==> src/rtl/fetch_unit.sv <==
// fetch_unit: PC owner driving instruction memory into an IF/ID register (ports: clk, reset, imem_addr/imem_instr, redirect/redirect_pc, id_ready, id_valid/id_instr/id_pc/id_pc_plus4, halted, fetch_count)
module fetch_unit #(
  parameter logic [31:0] RESET_PC = 32'd0,
  parameter logic [31:0] PROG_END = 32'd20,
  parameter int CNT_W = 16
) (
  input  logic             clk,
  input  logic             reset,
  output logic [31:0]      imem_addr,
  input  logic [31:0]      imem_instr,
  input  logic             redirect,
  input  logic [31:0]      redirect_pc,
  input  logic             id_ready,
  output logic             id_valid,
  output logic [31:0]      id_instr,
  output logic [31:0]      id_pc,
  output logic [31:0]      id_pc_plus4,
  output logic             halted,
  output logic [CNT_W-1:0] fetch_count
);
  localparam logic [1:0] WARM = 2'd0, FETCH = 2'd1, STALL = 2'd2, HALT = 2'd3;
  logic [1:0] state;
  logic [31:0] pc;
  logic at_end, take;
  assign imem_addr = pc;
  assign at_end = pc >= PROG_END;
  assign take = (state == FETCH || state == STALL) && !at_end && (!id_valid || id_ready);
  always_ff @(posedge clk or posedge reset) begin
    if (reset) begin
      pc <= RESET_PC;
      state <= WARM;
      id_valid <= 1'b0;
      id_instr <= '0;
      id_pc <= '0;
      id_pc_plus4 <= '0;
      halted <= 1'b0;
      fetch_count <= '0;
    end else if (redirect && state != WARM) begin
      pc <= {redirect_pc[31:2], 2'b00};
      id_valid <= 1'b0;
      halted <= 1'b0;
      state <= WARM;
    end else if (state == WARM) begin
      state <= FETCH;
    end else if (take) begin
      id_instr <= imem_instr;
      id_pc <= pc;
      id_pc_plus4 <= pc + 32'd4;
      id_valid <= 1'b1;
      pc <= pc + 32'd4;
      fetch_count <= fetch_count + {{(CNT_W-1){1'b0}}, ~&fetch_count};
      state <= FETCH;
    end else begin
      // not capturing: the held word leaves IF/ID once the decoder takes it
      if (id_ready) id_valid <= 1'b0;
      if (at_end) begin
        state <= HALT;
        halted <= 1'b1;
      end else begin
        state <= STALL;
      end
    end
  end
endmodule

==> config.mk <==
export PLATFORM = sky130hd
export DESIGN_NAME = fetch_unit
export DESIGN_NICKNAME = d
export VERILOG_FILES = /design/src/rtl/fetch_unit.sv
export SDC_FILE = /design/constraint.sdc
export NUM_CORES = 1
export LEC_CHECK = 0
export CAP_MARGIN = 20
export CORE_MARGIN = 8
export CORE_UTILIZATION = 50
export DETAILED_ROUTE_END_ITERATION = 10
export DONT_BUFFER_PORTS = 1
export PLACE_DENSITY = 0.73
export SLEW_MARGIN = 0
export SYNTH_ARGS = -nofsm -noshare
export SYNTH_HDL_FRONTEND = slang
export SYNTH_SLANG_ARGS = --single-unit
==> constraint.sdc <==
create_clock -name clk -period 5.6 [get_ports clk]
set_clock_uncertainty 0.2 [all_clocks]
set_input_delay 0.56 -clock clk [delete_from_list [all_inputs] [get_ports clk]]
set_output_delay 0.56 -clock clk [all_outputs]
set_load 0.005 [all_outputs]
### After elaboration in Yosys (flattened, before gate mapping)

Cells that the tools add are included.

* add/subtract/negate cells: 2
* multipliers: 0
* divide/modulo/power cells: 0
* $lt $le $gt $ge: 1
* equality and inequality tests: 4
* shifts and indexed selects: 0
* muxes and demuxes: 15
* bitwise logic cells: 2
* reductions and logical operators: 18

Operators by type and width (number)
* 2-to-1 mux 32 bit: 3
* adder 32 x 3 -> 32 bit, second input constant: 1
* greater-or-equal comparator 32 x 5 -> 1 bit, second input constant: 1
* adder 16 x 1 -> 16 bit: 1
* AND reduction 16 bit: 1
* 2-to-1 mux 1 bit: 9
* 2-to-1 mux 2 bit: 3
* AND reduction 3 bit: 2
* nonzero test 2 bit: 3
* AND reduction 2 bit: 2
* logical AND 1 bit: 3
* zero test 1 bit: 3
* nonzero test 3 bit: 1
* equality test 2 x 1 -> 1 bit, second input constant: 1
* equality test 2 bit, second input constant: 1
* zero test 2 bit: 1
* logical OR 1 bit: 2
* != test 2 x 1 -> 1 bit, second input constant: 1
* != test 2 bit, second input constant: 1
* inverter 1 bit: 2

* register bits: 148
* bits in latches: 0
* memory bits (writable): 0
* ROM bits: 0
* input port bits: 68
* output and inout bits: 146
* memories kept: 0

### Longest topological paths before layout

Gate-level depths: netlist of run 1.

* depth in word-level cells: 7
* gate-level depth with buffers: 9
* gate-level depth less buffers: 9

### Worst setup path after synthesis of run 1

OpenSTA, ideal clock, no wires.

* path kind: flip-flop to flip-flop
* from: reg fetch_count[5]
* to: reg fetch_count[10]
* arrival: 2.126 ns
* required time: 5.267 ns
* slack: 3.142 ns
* stages on the path, launching flop included: 10
* path buffers: 0
* period minus slack after synthesis: 2.458 ns
* cells stage by stage: dfrtp_1 -> and3_1 -> nand4_1 -> or4_1 -> ha_1 -> ha_1 -> nand3_1 -> nor3_1 -> nor3b_1 -> xor2_1

* longest elaborated chain between the ends: 3

Ends and longest elaborated chain
* start, declared: RTL line 19 `output logic [CNT_W-1:0] fetch_count`
* start signal, assigned: RTL line 51 `fetch_count <= fetch_count + {{(CNT_W-1){1'b0}}, ~&fetch_count};`
* AND reduction 16 bit: RTL line 51
* zero test 1 bit: RTL line 51
* adder 16 x 1 -> 16 bit *: RTL line 51

Every way passes the cells marked *; elsewhere a longest branch is shown, timed or not.
A chain may end at the register's enable or synchronous reset.

### Worst setup path after layout of run 1

* from: reg pc[2], in the netlist imem_addr[2]
* to: reg id_instr[10]

* longest elaborated chain between the ends: 5

Ends and longest elaborated chain
* start, declared: RTL line 23 `logic [31:0] pc;`
* start signal, assigned: RTL line 39 `pc <= {redirect_pc[31:2], 2'b00};`
* start signal, assigned: RTL line 50 `pc <= pc + 32'd4;`
* greater-or-equal comparator 32 x 5 -> 1 bit: RTL line 26 `assign at_end = pc >= PROG_END;`
* zero test 1 bit: RTL line 27 `assign take = (state == FETCH || state == STALL) && !at_end && (!id_valid || id_ready);`
* logical AND 1 bit (2 in series): RTL line 27
* AND reduction 3 bit (no line)
* end signal, assigned: RTL line 46 `id_instr <= imem_instr;`
* end, declared: RTL line 15 `output logic [31:0] id_instr,`

No other way between the ends.

==> impl_results.md, run 1 <==
- Commonest cells after routing, fill and taps aside: dfrtp_1, nand2_1, nor2b_1
- Required time worst endpoint: 5680 ps
- Fin util: 58.0%
- Vias in the first global route: 3537
- Total CTS buffers: 17
- Placed inst area: 5720 µm²
- Gpl congestion: 0.797
- Vias: 3467
- Synth Cell Area: 5630 µm²
- Drt pass-1 iters: 4
- Routed Antenna Nets: 0
- Reg area: 3550 µm²
- Core box area: 10900 µm²
- Final HPWL DP: 9490 µm
- Post-synth EDFFs: 0
- Grt ovf: 0
- Post CTS Setup Buffer Count: 0
- Period utilisation layout: 52.4%
- Area contributors post-synth: dfrtp_1, mux2_2, nor2b_1
- Fin nets: 545
- Worst Path Max Fanout: 74
- Multi-input gate area: 1910 µm²
- Initial antenna violation count: 0
- CTS tree: yes
- Critical path class: flip-flop to flip-flop
- Initial core utilization: 51.5%
- Synth Warn #: 0
- Post-synthesis mux area share: 7.81%
- Fin area: 6340 µm²
- Setup violators final: 0
- Die height: 122 µm
- Maximum VDD drop: 0.252 mV
- Power density over cell area: 378 nW/µm²
- Global-route wire length before repair: 20200 µm
- H-tree levels: 4
- XOR/XNOR share of the synthesized area: 2.49%
- Non-filler instance count after layout: 623
- Reg2reg path depth: 7
- Layout cells sized above 1: 16.8%
- Peak Freq: 341 MHz
- Buffer type at the clock tree root: clkbuf_16
- Total Routed Length: 13100 µm
- Synthesized-area fraction occupied by adder cells: 1.56%
- Fin. Hold Viols: 0
- Min cycle time layout: 2930 ps
- Worst setup SP type: flip-flop
- Clk_lat worst skew: 410 ps
- Post-synthesis cell count: 466
- Row count: 38
- Slew Limit Headroom: 35.2%
- Synth top area share: 63.2%
- Synth Register Bits: 142
- Drt via density: 5.57
- Hold Crit Depth: 1
- Fillers: 877
- IO Count: 214
- Clk buf depth: 2
- Full die area: 14900 µm²
- Cell count after placement: 590
- Final TNS setup: 0 ps
- Outcome: finished, final reports clean
- Least-Margin Pin Slew: 972 ps
- Max stage delay cell, worst path: buf_4
- Critical path data arrival time: 3020 ps
- Worst Setup End Kind: flip-flop
- Initial DRC Count: 317
- Share of flip-flops with an asynchronous set or reset: 100%
- Final slew viol count: 0
- Clk sinks: 142
- Worst path cell trace: inv_1 -> ha_1 -> nor2b_1 -> o2111ai_1 -> nor4_4 -> buf_4 -> mux2_2
- Yosys top cell by area: dfrtp_1
- Synth-to-layout area growth: 12.7%
- Post-synthesis sequential area ratio: 63.2%
- Ys flop type: dfrtp_1
- RSZ-0062 raised after global routing: no
- DRC viols: 0
- Most common cell after layout, fill and taps aside: dfrtp_1
- Port bufs: 0
- Largest net degree at the start of global routing: 80
- Mean Syn Cell Area: 12.1 µm²
- Die width: 122 µm
- Simple-gate portion of the synthesized area: 18.6%
- Hold WC Path Type: input pin to flip-flop
- Main combinational cell family by area after synthesis: simple AND/OR/NAND/NOR gates
- Yosys cell types: 47
- MaxCap Viol Count: 0
- GR Util All Layers: 17.3%
- Clock transition at path regs: 60 ps
- Leak: 3.19 nW
- Synth Area in Compound Gates: 3.11%
- Antenna cells: 0
- Post-DR wirelength/cell: 21.0 µm
- Crit-path max cell delay: 640 ps
## registers in the layout, summed over array words and instances, names as in the netlist
signal	flops
state	2
halted	1
id_valid	1
imem_addr	30
id_pc	30
fetch_count	16
id_instr	32
id_pc_plus4	30
## metal layers
metal | wire (µm) | track usage [%] | share of wire (%)
met3 | 1720 | 8.65 | 13
met1 | 5080 | 20.4 | 39
met2 | 6090 | 26.7 | 47
met5 | 0 | 0 | 0
met4 | 168 | 6.40 | 1.3
## Yosys cell counts (9+ instances only)
| cell type | count |
|---|---|
| nand4_1 | 11 |
| nor4_1 | 10 |
| inv_1 | 11 |
| nor3_1 | 9 |
| nand3_1 | 11 |
| nor2b_1 | 54 |
| nor2_1 | 20 |
| nand2_1 | 63 |
| xnor2_1 | 12 |
| mux2_2 | 39 |
| dfrtp_1 | 142 |
## logic make-up (layout without fill, tap and decap cells)
| logic type | after synthesis | in the layout |
|---|---|---|
| flip-flops | 142 | 142 |
| AND/OR/NAND/NOR | 200 | 200 |
| multiplexers | 39 | 39 |
| XOR/XNOR | 16 | 16 |
| adder cells (fa/ha/maj) | 7 | 7 |
| AO/OA/AOI/OAI | 25 | 25 |
| other | 1 | 6 |
| buffers and inverters | 36 | 48 |
## worst max-delay path: cells and delay by family, from the launching register on
kind,cells,cell delay (ps)
buffers and inverters,2,790
DFF,1,500
and+or+nand+nor,2,470
muxes,1,430
AOI/OAI and AO/OA,1,200
adders and majority gates,1,160
## final cells by class
| class | instances | area share [%] |
|---|---|---|
| repair buffers | 5 | 0.632 |
| flip-flops and latches | 142 | 56.0 |
| well taps | 140 | 2.76 |
| clock inverters | 13 | 2.68 |
| inverters | 11 | 0.730 |
| clock buffers | 19 | 6.99 |
| multi-input cells | 293 | 30.2 |
## report_power, final
group          leakage [nW]  internal [mW]  total [mW]  switching, mW
Sequential             1.91           1.06        1.12         0.0600
Clock                 0.302          0.750        1.15          0.404
Combinational         0.975         0.0393       0.116         0.0768
Total                  3.19           1.85        2.39          0.541
## timing repair
| item | in CTS | in global routing |
|---|---|---|
| endpoints found under the hold margin | 63 | 0 |
| hold buffers | 1 | 0 |
| endpoints found under the setup margin | 0 | 0 |
| gates resized for setup | 0 | 0 |
## per-stage QoR
stage	total power [mW]	hold WS [ps]	setup WS, ps
3_3_place_gp	1.25	309	2740
2_1_floorplan	1.22	278	1030
6_report	2.39	36.2	2670
5_1_grt	2.49	29.3	2480
3_5_place_dp	1.26	325	2700
4_1_cts	2.42	20.7	2670
## final timing paths
path	slack [ps]	to	startpoint
setup / recovery	2670	id_instr[10]$_DFFE_PP0P_	imem_addr[2]$_DFFE_PP0P_
max in group asynchronous	3270	id_pc[24]$_DFFE_PP0P_	reset
hold / removal	40	state[0]$_DFF_PP0_	redirect
min in group asynchronous	510	id_instr[30]$_DFFE_PP0P_	reset
hold reg to reg	330	id_pc[13]$_DFFE_PP0P_	id_pc[13]$_DFFE_PP0P_
setup reg to reg	2670	id_instr[10]$_DFFE_PP0P_	imem_addr[2]$_DFFE_PP0P_
No activity file was read; power rests on OpenSTA's default activity.
==> run 2, diff against run 1 <==
Settings changed: PLACE_DENSITY 0.73 to 0.76.
Clock period 5.6 ns to 2.5 ns, I/O delays scaled along.
==> impl_results.md, run 2 (same netlist as run 1, synthesis figures left out) <==
- MaxCap Viol Count: 0
- Min cycle time layout: 2450 ps
- RSZ-0062 raised after global routing: no
- Fin. Hold Viols: 0
- Clk buf depth: 2
- Initial antenna violation count: 2
- Hold Crit Depth: 3
- Outcome: finished, final reports clean
- Routed Antenna Nets: 0
- Row count: 38
- CTS tree: yes
- Peak Freq: 408 MHz
- Worst slack, placed: -8.25 ps
- Critical path class: flip-flop to flip-flop
- Largest net degree at the start of global routing: 84
- Reg2reg path depth: 6
- Min-delay src: redirect
- H-tree levels: 4
- Gpl congestion: 0.818
- Drt via density: 5.39
- Fin util: 68.2%
- Die height: 122 µm
- Clk_lat worst skew: 400 ps
- Port bufs: 0
- Worst Path Max Fanout: 24
- FF-to-FF Start: imem_addr[17]$_DFFE_PP0P_
- Vias in the first global route: 4161
- Reg2Reg Setup Slack: 50 ps
- Required time worst endpoint: 2580 ps
- Most common cell after layout, fill and taps aside: dfrtp_1
- Power density over cell area: 756 nW/µm²
- Hold WC Path Type: input pin to flip-flop
- Die width: 122 µm
- Clk sinks: 142
- Clock transition at path regs: 60 ps
- Vias: 3959
- Global-route wire length before repair: 22900 µm
- Total Routed Length: 15300 µm
- Total CTS buffers: 17
- Worst r2r dst: id_instr[1]$_DFFE_PP0P_
- Biggest register: id_instr
- Commonest cells after routing, fill and taps aside: dfrtp_1, dlygate4sd3_1, nand2_1
- Slew Limit Headroom: 53.6%
- Max FFs per register: 32
- Worst hold endpoint: imem_addr[12]$_DFFE_PP0P_
- DRC viols: 0
- Tot Pwr: 5.64 mW
- Drt pass-1 iters: 4
- Leak: 3.71 nW
- Post-route setup slack: 49.4 ps
- Maximum VDD drop: 0.480 mV
- Worst setup SP type: flip-flop
- Initial core utilization: 51.5%
- Grt ovf: 0
- Worst Setup End Kind: flip-flop
- Final HPWL DP: 10100 µm
- Setup violators final: 0
- Final slew viol count: 0
- Buffer type at the clock tree root: clkbuf_16
- IO Count: 214
- Fin nets: 656
- Core box area: 10900 µm²
- Least-Margin Pin Slew: 691 ps
- Period utilisation layout: 98.0%
- Layout cells sized above 1: 23.3%
- Critical path data arrival time: 2530 ps
- Initial DRC Count: 346
- Synth-to-layout area growth: 32.6%
- Full die area: 14900 µm²
- GR Util All Layers: 19.7%
- Post-DR wirelength/cell: 20.8 µm
==> run 2: layout make-up <==
class / instances / area (µm²)
sequential: 142 / 3550
fill: 756 / 3480
clock buffer: 21 / 470
multi-input combinational: 293 / 1960
tap: 140 / 175
antenna: 2 / 5.00
clock inverter: 10 / 160
timing repair buffer: 116 / 1090
inverter: 11 / 45.0
==> run 2: through the flow <==
stage	setup TNS, ps	hold slack, ps	area [µm²]	instances
global route	0	87.4	7460	735
floorplan	0	147	5650	471
CTS	-14.5	-206	7340	727
global placement	0	62.7	6070	632
detailed placement	-11.2	71.3	6070	632
finish	0	72.6	7460	735
==> run 2: where the power goes <==
group          switching [mW]  internal [mW]  total (mW)
registers              0.0795           2.38        2.46
clock network           0.907           1.74        2.65
logic                   0.291          0.235       0.526
==> run 2: metal layers <==
metal	track usage, %	wire (µm)	up-vias
met2	32.0	7460	199
met4	7.77	214	0
li1	-	-	1784
met1	21.8	5690	1951
met5	0	0	-
met3	9.58	1890	25
==> run 2: repair_timing <==
| item | in CTS | in global routing |
|---|---|---|
| gates cloned | 0 | 2 |
| setup endpoints to repair | 6 | 70 |
| gates resized for setup | 1 | 12 |
| hold buffers | 64 | 1 |
| hold endpoints to repair | 208 | 1 |
| buffers inserted | 0 | 3 |
| pin swaps | 0 | 3 |
==> run 2: worst max path at each step <==
stage                                    start                          end  slack (ps)  cells after the start
floorplan           fetch_count[5]$_DFFE_PP0P_  fetch_count[10]$_DFFE_PP0P_          40                      9
global placement    fetch_count[7]$_DFFE_PP0P_  fetch_count[10]$_DFFE_PP0P_          40                      9
detailed placement   imem_addr[17]$_DFFE_PP0P_      id_instr[1]$_DFFE_PP0P_          -8                      5
CTS                  imem_addr[17]$_DFFE_PP0P_      id_instr[1]$_DFFE_PP0P_         -10                      5
global route         imem_addr[28]$_DFFE_PP0P_     imem_addr[5]$_DFFE_PP0P_           5                      5
finish               imem_addr[17]$_DFFE_PP0P_      id_instr[1]$_DFFE_PP0P_          50                      6
==> run 2: worst max-delay path, stage by stage, from the launching register on <==
cell       delay, ps
dfrtp_1          400
nor4_2           390
o2111ai_2        250
nor4_4           300
buf_4            190
buf_6            220
mux2_2           370
==> run 3, diff against run 2 <==
--- a/config.mk
+++ b/config.mk
@@ -17 +17,2 @@
 export SYNTH_SLANG_ARGS = --single-unit
+export TNS_END_PERCENT = 1
--- a/constraint.sdc
+++ b/constraint.sdc
@@ -4,2 +4,2 @@
 set_output_delay 0.25 -clock clk [all_outputs]
-set_load 0.005 [all_outputs]
+set_load 0.02 [all_outputs]
==> impl_results.md, run 3 (same netlist as run 1, synthesis figures left out) <==
- Most common cell after layout, fill and taps aside: dfrtp_1
- Worst Setup End Kind: flip-flop
- DRC viols: 0
- Reg2reg path depth: 9
- Tot Pwr: 5.92 mW
- Initial core utilization: 51.5%
- Min cycle time layout: 2420 ps
- Critical path data arrival time: 2500 ps
- Clk buf depth: 2
- Post-DR wirelength/cell: 20.6 µm
- Worst setup SP type: flip-flop
- Reg2Reg Setup Slack: 80 ps
- Post-route setup slack: 79.1 ps
- Drt pass-1 iters: 4
- Total CTS buffers: 17
- Vias: 4051
- Leak: 3.80 nW
- Peak Freq: 413 MHz
- Worst r2r dst: fetch_count[10]$_DFFE_PP0P_
- Full die area: 14900 µm²
- Die height: 122 µm
- Psw: 1.41 mW
- Layout cells sized above 1: 24.3%
- Port bufs: 0
- Clk_lat worst skew: 410 ps
- Period utilisation layout: 96.8%
- Worst Path Max Fanout: 3
- Global-route wire length before repair: 23500 µm
- Die width: 122 µm
- Initial antenna violation count: 0
- Worst hold endpoint: fetch_count[8]$_DFFE_PP0P_
- Commonest cells after routing, fill and taps aside: dfrtp_1, dlygate4sd3_1, nand2_1
- Total Routed Length: 15300 µm
- Sequential Power Share: 41.3%
- Gpl congestion: 0.812
- Power density over cell area: 779 nW/µm²
- Min-delay src: redirect
- Crit-path max cell delay: 540 ps
- Worst slack, placed: 12.2 ps
- Initial DRC Count: 350
- CP top delay family: simple AND/OR/NAND/NOR gates
- Buf/Inv on CP: 0
- Setup violators final: 0
- Logic pwr share: 11.7%
- Buffer type at the clock tree root: clkbuf_16
- Clock power frac: 47.0%
- IO Count: 214
- Switch share: 23.9%
- Final HPWL DP: 10400 µm
- Drt via density: 5.43
- FF-to-FF Start: fetch_count[7]$_DFFE_PP0P_
- Required time worst endpoint: 2580 ps
- Outcome: finished, final reports clean
- Hold Crit Depth: 4
- Fin nets: 669
- GR Util All Layers: 20.2%
- Pint: 4.51 mW
- CTS tree: yes
- Final slew viol count: 0
- Fillers: 717
- MaxCap Viol Count: 0
- Worst path cell trace: and3_4 -> nand4_1 -> or4_4 -> ha_1 -> ha_2 -> nand3_2 -> nor3_2 -> nor3b_1 -> xor2_1
- Fin. Hold Viols: 0
- H-tree levels: 4
- Max FFs per register: 32
- Grt ovf: 0
- Least-Margin Pin Slew: 646 ps
- Core box area: 10900 µm²
- Slew Limit Headroom: 56.8%
- Clock transition at path regs: 60 ps
- Critical path class: flip-flop to flip-flop
- Max stage delay cell, worst path: or4_4
- Antenna cells: 0
- Synth-to-layout area growth: 35.0%
- Clk sinks: 142
- Routed Antenna Nets: 0
- Biggest register: id_instr
- Largest net degree at the start of global routing: 61
- Vias in the first global route: 4256
- Hold WC Path Type: input pin to flip-flop
- Maximum VDD drop: 0.445 mV
- Row count: 38
run 3: cell types whose count changed in the layout (fill, tap and decap cells not counted), sizes merged:
cell / change
buf: +13
diode: -2
bufinv: +1
clkbuf: +1
clkinv: -1
clkinvlp: -1
run 3: per-layer routing:
metal	GRT usage (%)	wire length, µm	vias up	part of all wire (%)
li1	-	-	1822	-
met2	33.1	7450	206	49
met4	5.48	253	0	1.6
met5	0	0	-	0
met1	22.8	5780	1995	38
met3	10.3	1860	28	12
run 3: what timing repair did:
action                                  CTS  global route
resized for setup                         1             9
endpoints found under the hold margin    91             0
endpoints found under the setup margin    1            86
setup buffers                             0             3
cloned                                    0             1
hold buffers                             65             0
pin swaps                                 0             3
run 3: power groups by stage:
| stage | Sequential [mW] | Clock [mW] | Combinational (mW) |
|---|---|---|---|
| CTS | 2.44 | 2.82 | 0.682 |
| global placement | 2.47 | 0 | 0.582 |
| global route | 2.45 | 2.93 | 0.753 |
| floorplan | 2.61 | 0 | 0.221 |
| detailed placement | 2.47 | 0 | 0.595 |
| finish | 2.45 | 2.78 | 0.692 |
run 3: worst reg2reg max path: stages, from the launching register on:
cell     delay, ps
dfrtp_1        360
and3_4         190
nand4_1        140
or4_4          540
ha_1           220
ha_2           200
nand3_2        110
nor3_2          70
nor3b_1        140
xor2_1         140
run 3: how the worst max path moves through the flow:
| stage | from | to | slack [ps] | depth (start not counted) |
|---|---|---|---|---|
| floorplan | fetch_count[5]$_DFFE_PP0P_ | fetch_count[10]$_DFFE_PP0P_ | -90 | 9 |
| global placement | imem_addr[17]$_DFFE_PP0P_ | id_instr[15]$_DFFE_PP0P_ | 60 | 5 |
| detailed placement | imem_addr[17]$_DFFE_PP0P_ | id_instr[14]$_DFFE_PP0P_ | 10 | 5 |
| CTS | imem_addr[17]$_DFFE_PP0P_ | id_instr[19]$_DFFE_PP0P_ | 1 | 5 |
| global route | fetch_count[6]$_DFFE_PP0P_ | fetch_count[10]$_DFFE_PP0P_ | -3 | 9 |
| finish | fetch_count[7]$_DFFE_PP0P_ | fetch_count[10]$_DFFE_PP0P_ | 80 | 9 |
run 3: metrics by stage:
stage	std cells	area, µm²	setup TNS, ps	util (%)	hold slack (ps)
2_1_floorplan	471	5650	-91.0	-	147
3_3_place_gp	646	6190	0	56.6	15.2
3_5_place_dp	646	6190	0	56.6	26.6
4_1_cts	742	7500	0	68.6	20.0
5_1_grt	746	7600	-2.99	69.5	26.6
6_report	746	7600	0	69.5	43.0
run 3: cell type report:
| cell class | instances | area (µm²) | area share, % |
|---|---|---|---|
| Inverter | 11 | 45.0 | 0.593 |
| Tap cell | 140 | 175 | 2.31 |
| Sequential cell | 142 | 3550 | 46.8 |
| Timing Repair Buffer | 129 | 1210 | 15.9 |
| Clock inverter | 9 | 181 | 2.39 |
| Clock buffer | 22 | 474 | 6.24 |
| Multi-Input combinational cell | 293 | 1960 | 25.8 |
